$ cat src/rtl/param_sorter.sv
// param_sorter: in-place selection sorter over a DEPTH x WIDTH simple-dual-port
// RAM with synchronous read/write. While idle the host owns the RAM through one
// address port; `start` sorts ascending or descending (per `desc`) and returns
// to idle with a one-cycle `done` pulse.
// Optional build macro SORTER_SWAPCNT_EN adds the `nswaps` swap-count output.
module param_sorter #(
    parameter int WIDTH = 8,
    parameter int DEPTH = 8,
    localparam int AW = $clog2(DEPTH)
) (
    input  logic             clk,
    input  logic             nrst,
    input  logic             start,
    input  logic             desc,
    input  logic             wr,
    input  logic [AW-1:0]    addr,
    input  logic [WIDTH-1:0] datain,
    output logic             ready,
    output logic             done,
    output logic [WIDTH-1:0] dataout
`ifdef SORTER_SWAPCNT_EN
    ,
    output logic [AW-1:0]    nswaps
`endif
);

    localparam logic [AW-1:0] LAST_J = AW'(DEPTH - 1);
    localparam logic [AW-1:0] LAST_I = AW'(DEPTH - 2);

    typedef enum logic [2:0] {
        S_IDLE, S_LOAD, S_FIRST, S_SCAN, S_SWAP, S_SWAP2
    } state_t;

    state_t state_q, state_d;

    logic [AW-1:0]    i_q, i_d;
    logic [AW-1:0]    j_q, j_d;
    logic [AW-1:0]    jm_q, jm_d;
    logic [WIDTH-1:0] a_q, a_d;     // original mem[i], written to mem[jm] on a swap
    logic [WIDTH-1:0] m_q, m_d;     // best value found so far in this pass
    logic             ord_q, ord_d;
    logic             done_q, done_d;

    logic [WIDTH-1:0] mem [DEPTH];
    logic [WIDTH-1:0] dataout_q;

    logic             mem_we;
    logic [AW-1:0]    mem_waddr;
    logic [WIDTH-1:0] mem_wdata;
    logic [AW-1:0]    mem_raddr;

    logic better, last_j, last_i, swap_needed;

    // Strict compare so the earliest of several equal candidates wins.
    always_comb begin
        better      = ord_q ? (dataout_q > m_q) : (dataout_q < m_q);
        last_j      = (j_q == LAST_J);
        last_i      = (i_q == LAST_I);
        swap_needed = (jm_q != i_q);
    end

    // RAM storage and registered read port; contents survive reset.
    always_ff @(posedge clk) begin
        if (mem_we) mem[mem_waddr] <= mem_wdata;
        dataout_q <= mem[mem_raddr];
    end

    // State register.
    always_ff @(posedge clk or negedge nrst) begin
        if (!nrst) state_q <= S_IDLE;
        else       state_q <= state_d;
    end

    // Next-state logic; the completion check is folded into SWAP/SWAP2.
    always_comb begin
        state_d = state_q;
        case (state_q)
            S_IDLE:  if (start) state_d = S_LOAD;
            S_LOAD:  state_d = S_FIRST;
            S_FIRST: state_d = S_SCAN;
            S_SCAN:  if (last_j) state_d = S_SWAP;
            S_SWAP: begin
                if (swap_needed) state_d = S_SWAP2;
                else             state_d = last_i ? S_IDLE : S_LOAD;
            end
            S_SWAP2: state_d = last_i ? S_IDLE : S_LOAD;
            default: state_d = S_IDLE;
        endcase
    end

    // RAM port control and status outputs.
    always_comb begin
        ready     = (state_q == S_IDLE);
        mem_we    = 1'b0;
        mem_waddr = addr;
        mem_wdata = datain;
        mem_raddr = addr;
        case (state_q)
            S_IDLE:  mem_we = wr;
            S_LOAD:  mem_raddr = i_q;
            S_FIRST: mem_raddr = i_q + 1'b1;
            S_SCAN:  mem_raddr = j_q + 1'b1;
            S_SWAP: begin
                mem_we    = swap_needed;
                mem_waddr = jm_q;
                mem_wdata = a_q;
            end
            S_SWAP2: begin
                mem_we    = 1'b1;
                mem_waddr = i_q;
                mem_wdata = m_q;
            end
            default: ;
        endcase
    end

    // Datapath register updates for the scan/swap sequence.
    always_comb begin
        i_d    = i_q;
        j_d    = j_q;
        jm_d   = jm_q;
        a_d    = a_q;
        m_d    = m_q;
        ord_d  = ord_q;
        done_d = 1'b0;
        case (state_q)
            S_IDLE: begin
                if (start) begin
                    ord_d = desc;
                    i_d   = '0;
                end
            end
            S_FIRST: begin
                a_d  = dataout_q;
                m_d  = dataout_q;
                jm_d = i_q;
                j_d  = i_q + 1'b1;
            end
            S_SCAN: begin
                if (better) begin
                    m_d  = dataout_q;
                    jm_d = j_q;
                end
                if (!last_j) j_d = j_q + 1'b1;
            end
            S_SWAP: begin
                if (!swap_needed) begin
                    if (last_i) done_d = 1'b1;
                    else        i_d    = i_q + 1'b1;
                end
            end
            S_SWAP2: begin
                if (last_i) done_d = 1'b1;
                else        i_d    = i_q + 1'b1;
            end
            default: ;
        endcase
    end

    // Datapath registers.
    always_ff @(posedge clk or negedge nrst) begin
        if (!nrst) begin
            i_q    <= '0;
            j_q    <= '0;
            jm_q   <= '0;
            a_q    <= '0;
            m_q    <= '0;
            ord_q  <= 1'b0;
            done_q <= 1'b0;
        end else begin
            i_q    <= i_d;
            j_q    <= j_d;
            jm_q   <= jm_d;
            a_q    <= a_d;
            m_q    <= m_d;
            ord_q  <= ord_d;
            done_q <= done_d;
        end
    end

    assign done    = done_q;
    assign dataout = dataout_q;

`ifdef SORTER_SWAPCNT_EN
    logic [AW-1:0] nswaps_q, nswaps_d;

    // Swap counter: cleared on an accepted start, bumped once per SWAP2.
    always_comb begin
        nswaps_d = nswaps_q;
        if (state_q == S_IDLE && start) nswaps_d = '0;
        else if (state_q == S_SWAP2)    nswaps_d = nswaps_q + 1'b1;
    end

    // Swap counter register.
    always_ff @(posedge clk or negedge nrst) begin
        if (!nrst) nswaps_q <= '0;
        else       nswaps_q <= nswaps_d;
    end

    assign nswaps = nswaps_q;
`endif

endmodule

$ cat config.mk
export PLATFORM = sky130hd
export DESIGN_NAME = param_sorter
export DESIGN_NICKNAME = d
export VERILOG_FILES = /design/src/rtl/param_sorter.sv
export SDC_FILE = /design/constraint.sdc
export NUM_CORES = 1
export LEC_CHECK = 0
export CORE_MARGIN = 10
export CORE_UTILIZATION = 65
export DETAILED_ROUTE_END_ITERATION = 10
export DONT_BUFFER_PORTS = 1
export PLACE_DENSITY_LB_ADDON = 0.25
export SYNTH_ARGS = -nofsm -noshare
export SYNTH_HDL_FRONTEND = slang
export SYNTH_SLANG_ARGS = --single-unit
$ cat constraint.sdc
create_clock -name clk -period 5 [get_ports clk]
set_input_delay 1 -clock clk [delete_from_list [all_inputs] [get_ports clk]]
set_output_delay 1 -clock clk [all_outputs]
set_load 0.01 [all_outputs]
==> reports/metrics.csv, run 1 <==
metric;value;unit
Post-Route Setup TNS;0;ps
Worst Path Max Fanout;28;
share of layout cells above drive strength 1;12.2;%
compound-cell area share of the yosys netlist;14.0;%
crit path launch type;register;
Post-DP HPWL;7430;µm
#FFs+latches synth;102;
worst path arrival time;3340;ps
number of I/O pins;26;
max capacitance violation total;0;
Placeable Area;7330;µm²
Clk Latency, worst-skew pair;370;ps
drt first pass iters;5;
remaining global-route overflow;0;
initial antenna violation count;0;
via count;3355;
Most used DFF post-synth;edfxtp_1;
XOR/XNOR Fraction of Synth Area;0.710;%
Crit path required time;5000;ps
CTS tree;done;
# DRC;0;
post-synthesis sequential area ratio;57.4;%
count of flip-flops with a built-in enable after synthesis;64;
Finished Layout Cells;494;
RSZ-0062 raised after global routing;no;
ys async rst share;29.4;%
largest family of logic cells by synthesized area;simple AND/OR/NAND/NOR gates;
maximum clock rate;0.299;GHz
final core utilization;70.8;%
final WL;11100;µm
postcts setup bufs;0;
H-Tree Depth;3;
chip width;107;µm
Ys Warns;0;
Worst Hold Class;input port to async pin;
Starting Density;67.3;%
Die Ht;107;µm
Slew Viols, Final;0;
Max VDD drop;0.000300;V
Power Density;692;nW/µm²
Layout area overhead;5.25;%
Syn Std Cell Area;4930;µm²
CTS root buf;clkbuf_8;
first-pass GRT wire length;17700;µm
syn_nets;431;
total clock sinks;102;
Yosys cell types;54;
ANT cells;0;
final setup violation count;0;
Routed wire per std cell;22.4;µm
# rows;31;
PortBufs;0;
Resized cells post-CTS;0;
Fin. Hold Viols;0;
leak pwr;1.88;nW
adder and majority gate portion of the synthesized area;3.04;%
simple logic cell fraction of the synthesized area;14.4;%
Slew headroom;21.3;%
clk_skew;12.1;ps
Final min period;3340;ps
Crit Path Class;register to register;
hold_ws;308;ps
CTS Buf Count;9;
Vias/cell;6.79;
global router's overall resource usage;19.7;%
Worst-Margin Slew;1170;ps
Mapped Cells;403;
vias in the first global route;3464;
Worst-path clk slew;100;ps
CP Capture Type;register;
Post-CTS Hold Buffers;0;
CTS Buffer Depth;2;
placed insts;478;
Final nets;418;
mux cell area share after synthesis;6.03;%
fin crit share;66.8;%
Synth Area per Inst;12.2;µm²
DRT iter0 DRCs;212;
outcome;complete, no violations;
pin count of the biggest net entering global routing;34;
GP Congestion;0.868;
DIE AREA;11500;µm²
Reg2Reg Setup Slack;1660;ps
Routed Antenna Nets;0;
==> power breakdown <==
part	leakage, nW	switching (mW)	internal [mW]
Combinational	0.748	1.04	0.659
Clock	0.124	0.312	0.300
Sequential	1.01	0.199	1.08
Total	1.88	1.56	2.04
==> logic make-up after synthesis <==
kind of cell    after synthesis
simple gates                122
flops                       102
compound gates               92
buf+inv                      43
mux                          28
fa+ha+maj                    12
xor+xnor                      4
==> state kept, by name (all words and copies together) (netlist names) <==
signal   cells
state_q      3
jm_q         3
ord_q        1
mem         64
i_q          3
dataout      8
j_q          3
a_q          8
m_q          8
done         1
==> stage by stage <==
step / cell area [µm²] / worst slack, ps / power (mW)
finish: 5190 / 1660 / 3.60
global route: 5190 / 1310 / 3.82
CTS: 5190 / 1700 / 3.58
detailed placement: 4940 / 1720 / 2.97
global placement: 4940 / 1870 / 2.91
floorplan: 4930 / 2660 / 2.60
==> synthesized netlist by cell type, drive strengths merged (2+ instances only) <==
cell     count  share of area, %
edfxtp      64                39
nand2       41               3.1
a2111oi     32               5.7
nor4b       32               5.7
dfrtp       30                15
o21ai       18               1.9
buf         17               2.4
nor2        16               1.3
a21oi       15               1.6
clkbuf      14               1.1
mux2        14               3.2
mux2i       14               2.8
ha          12               3.0
inv         12              0.91
nor4         9               1.1
dfxtp        8               3.2
nand2b       7              0.89
nor2b        4              0.51
xor2         4              0.71
nor3         3              0.30
o21a         3              0.48
o22ai        3              0.38
a21boi       2              0.30
a31o         2              0.36
nand3        2              0.20
nand4        2              0.25
nor3b        2              0.30
o31ai        2              0.30
o41ai        2              0.36
==> final timing paths <==
kind / startpoint / to / cells past startpoint
setup / recovery: state_q[1] / mem[3][2] / 5
hold / removal: nrst / state_q[2] / 0
setup reg to reg: state_q[1] / mem[3][2] / 5
hold reg to reg: a_q[1] / a_q[1] / 2
max in group asynchronous: nrst / a_q[1] / 0
min in group clk: a_q[1] / a_q[1] / 2
==> cells in the final DEF, fill, tap and decap left out, drive strengths merged, types with 7 or more instances in the layout <==
master,count
a2111oi,32
a21oi,15
buf,7
clkbuf,9
dfrtp,30
dfxtp,8
edfxtp,64
ha,12
inv,14
mux2,14
mux2i,14
nand2,41
nand2b,7
nor2,16
nor4,9
nor4b,32
o21ai,18
==> layer usage <==
layer / vias to the layer above / wire, µm / track usage, %
met5: - / 0 / 0
met4: 0 / 163 / 7.45
met3: 12 / 776 / 5.33
met2: 109 / 5470 / 32.9
met1: 1691 / 4670 / 23.8
li1: 1543 / - / -
==> critical path, cell delays in order, from the launching register on <==
cell      delay, ps
dfrtp_1         780
nand2b_1        820
nor2_1          140
a21oi_1         400
nand2b_1        140
nor2_1          690
==> cell type report <==
| cell class | instances | area, µm² |
|---|---|---|
| clock buffers | 9 | 124 |
| clock inverters | 7 | 129 |
| fillers | 506 | 2140 |
| inverters | 12 | 45.0 |
| multi-input cells | 258 | 1890 |
| flip-flops and latches | 102 | 2830 |
| well taps | 99 | 124 |
| repair buffers | 7 | 52.6 |
No activity file was read; power rests on OpenSTA's default activity.
==> inputs of run 2 (changes only) <==
--- a/config.mk
+++ b/config.mk
@@ -6,7 +6,7 @@
 export NUM_CORES = 1
 export LEC_CHECK = 0
 export CORE_MARGIN = 10
-export CORE_UTILIZATION = 65
+export CORE_UTILIZATION = 57
 export DETAILED_ROUTE_END_ITERATION = 10
 export DONT_BUFFER_PORTS = 1
 export PLACE_DENSITY_LB_ADDON = 0.25
==> constraint.sdc (replaced) <==
create_clock -name clk -period 2.9 [get_ports clk]
set_input_delay 0.58 -clock clk [delete_from_list [all_inputs] [get_ports clk]]
set_output_delay 0.58 -clock clk [all_outputs]
set_load 0.01 [all_outputs]
==> reports/metrics.csv, run 2 (synthesis results as in run 1) <==
metric;value;unit;change
outcome;complete, no violations;;
Worst-path clk slew;100;ps;about the same
CP Capture Type;register;;
hold_ws;20.7;ps;-287 ps
pin count of the biggest net entering global routing;33;;-2.9%
sequential cell area;2830;µm²;unchanged
DRT iter0 DRCs;278;;+31%
grt met2 use;28.8;%;-4.0 points
Slew headroom;47.0;%;+26 points
remaining global-route overflow;0;;unchanged
# rows;33;;+6.5%
clk_skew;15.3;ps;+3.21 ps
# DRC;0;;unchanged
Crit Path Class;register to register;;
H-Tree Depth;3;;unchanged
worst path arrival time;2800;ps;-540 ps
Placeable Area;8340;µm²;+14%
DIE AREA;12800;µm²;+11%
GR met1 Demand/Resource;23.2;%;-0.64 points
Routed wire per std cell;21.8;µm;-2.7%
share of layout cells above drive strength 1;16.7;%;+4.6 points
total clock sinks;102;;unchanged
commonest non-fill, non-tap cell in the layout;edfxtp_1;;
commonest non-fill, non-tap cells in the layout;edfxtp_1, nand2_1, nor4b_1, a2111oi_0, dfrtp_1;;
Final min period;2570;ps;-771 ps
GP Congestion;0.903;;+3.9%
switching pwr;2.65;mW;+70%
global router's overall resource usage;18.0;%;-1.7 points
final setup violation count;0;;unchanged
Worst Path Max Fanout;32;;+14%
Power Density;1140;nW/µm²;+65%
area of the multi-input gates;1890;µm²;unchanged
Slew Viols, Final;0;;unchanged
met3 usage;4.44;%;-0.89 points
fin crit share;88.6;%;+22 points
initial antenna violation count;0;;unchanged
Post-Route Setup TNS;0;ps;unchanged
CTS Buf Count;9;;unchanged
final WL;11400;µm;+3.0%
drt first pass iters;7;;+2
Worst-Margin Slew;794;ps;-374 ps
RSZ-0062 raised after global routing;no;;
placed insts;506;;+5.9%
Starting Density;59.2;%;-8.1 points
Clk Latency, worst-skew pair;370;ps;about the same
Resized cells post-CTS;0;;unchanged
ANT cells;0;;unchanged
chip width;113;µm;+5.5%
Layout area overhead;7.66;%;
via count;3436;;+2.4%
logic gate share of total power;50.1;%;+2.7 points
GR peak layer;met2;;
crit path launch type;register;;
Worst Hold Class;input port to async pin;;
sw frac;43.6;%;+0.37 points
Power, Total;6.07;mW;+69%
first-pass GRT wire length;18300;µm;+3.8%
CTS tree;done;;
number of flip-flops in the largest register;64;;unchanged
clock share of power;13.7;%;-3.3 points
CTS Buffer Depth;2;;unchanged
Crit path required time;3130;ps;-1870 ps
Fin. Hold Viols;0;;unchanged
number of I/O pins;26;;unchanged
Finished Layout Cells;523;;+5.9%
max capacitance violation total;0;;unchanged
Slowest cell on crit path;a2111oi_0;;
Routed Antenna Nets;0;;unchanged
Post-DP HPWL;7580;µm;+2.1%
Top reg by flops;mem;;
maximum clock rate;0.389;GHz;+30%
Vias/cell;6.57;;-3.3%
CP Cell Sequence;inv_1 -> ha_1 -> nand2b_1 -> a21oi_2 -> or3_4 -> a2111oi_0 -> nor4_1;;
CP max stage delay;640;ps;-180 ps
Max VDD drop;0.000433;V;+45%
Die Ht;113;µm;+5.5%
filler instances;613;;+21%
internal power;3.42;mW;+68%
vias in the first global route;3405;;-1.7%
Sequential Power Share;36.2;%;+0.6 points
PortBufs;0;;unchanged
Final nets;441;;+5.5%
CTS root buf;clkbuf_8;;
leak pwr;1.97;nW;+4.7%
==> run 2: cell count changes in the layout (fill, tap and decap cells not counted), sizes merged <==
cell,before,now
buf,7,30
bufinv,2,0
inv,14,16
clkbuf,9,10
clkinv,3,2
==> run 2: worst paths after layout <==
path | from | to | slack [ps] | cells past startpoint
setup reg to reg | i_q[0] | dataout[1] | 330 | 7
hold reg to reg | a_q[4] | a_q[4] | 480 | 2
setup / recovery | i_q[0] | dataout[1] | 330 | 7
min in group clk | start | state_q[0] | 360 | 2
max in group asynchronous | nrst | a_q[6] | 2700 | 1
hold / removal | nrst | done | 20 | 1
==> run 2: area by class of cell <==
class / instances / share of cell area (%)
Multi-Input combinational cell: 258 / 35.5
Sequential cell: 102 / 53.3
Clock buffer: 10 / 2.40
Clock inverter: 6 / 0.966
Inverter: 12 / 0.848
Timing Repair Buffer: 30 / 4.47
Tap cell: 105 / 2.47
==> run 2: per-stage QoR <==
stage	setup WS [ps]	utilization [%]	cell area [µm²]
final	330	63.7	5310
after global routing	63.7	63.7	5310
after CTS	407	63.7	5310
after detailed placement	414	61.3	5110
after global placement	551	61.3	5110
after floorplan	659	-	4930
==> run 2: worst max-delay path: cells and delay by family (launching register included) <==
kind,cells,cell delay [ps]
AOI/OAI and AO/OA,2,720
adders and majority gates,1,360
buffers and inverters,1,130
DFF,1,530
and+or+nand+nor,3,690
==> run 2: what timing repair did <==
| action | in CTS | in global routing |
|---|---|---|
| hold buffers | 1 | 0 |
| setup buffers | 0 | 0 |
| hold endpoints to repair | 30 | 0 |
==> run 2: metal layers <==
layer	share of wire (%)	routed length, µm
met3	7.4	846
met5	0	0
met2	48	5510
met4	1.8	201
met1	43	4850
==> run 2: power by group through the flow <==
stage                     Combinational [mW]  Sequential [mW]  Clock (mW)
after floorplan                         2.40             2.08           0
after global placement                  2.85             2.22           0
after detailed placement                2.96             2.23           0
after CTS                               3.00             2.20       0.854
after global routing                    3.34             2.25       0.901
final                                   3.04             2.20       0.830
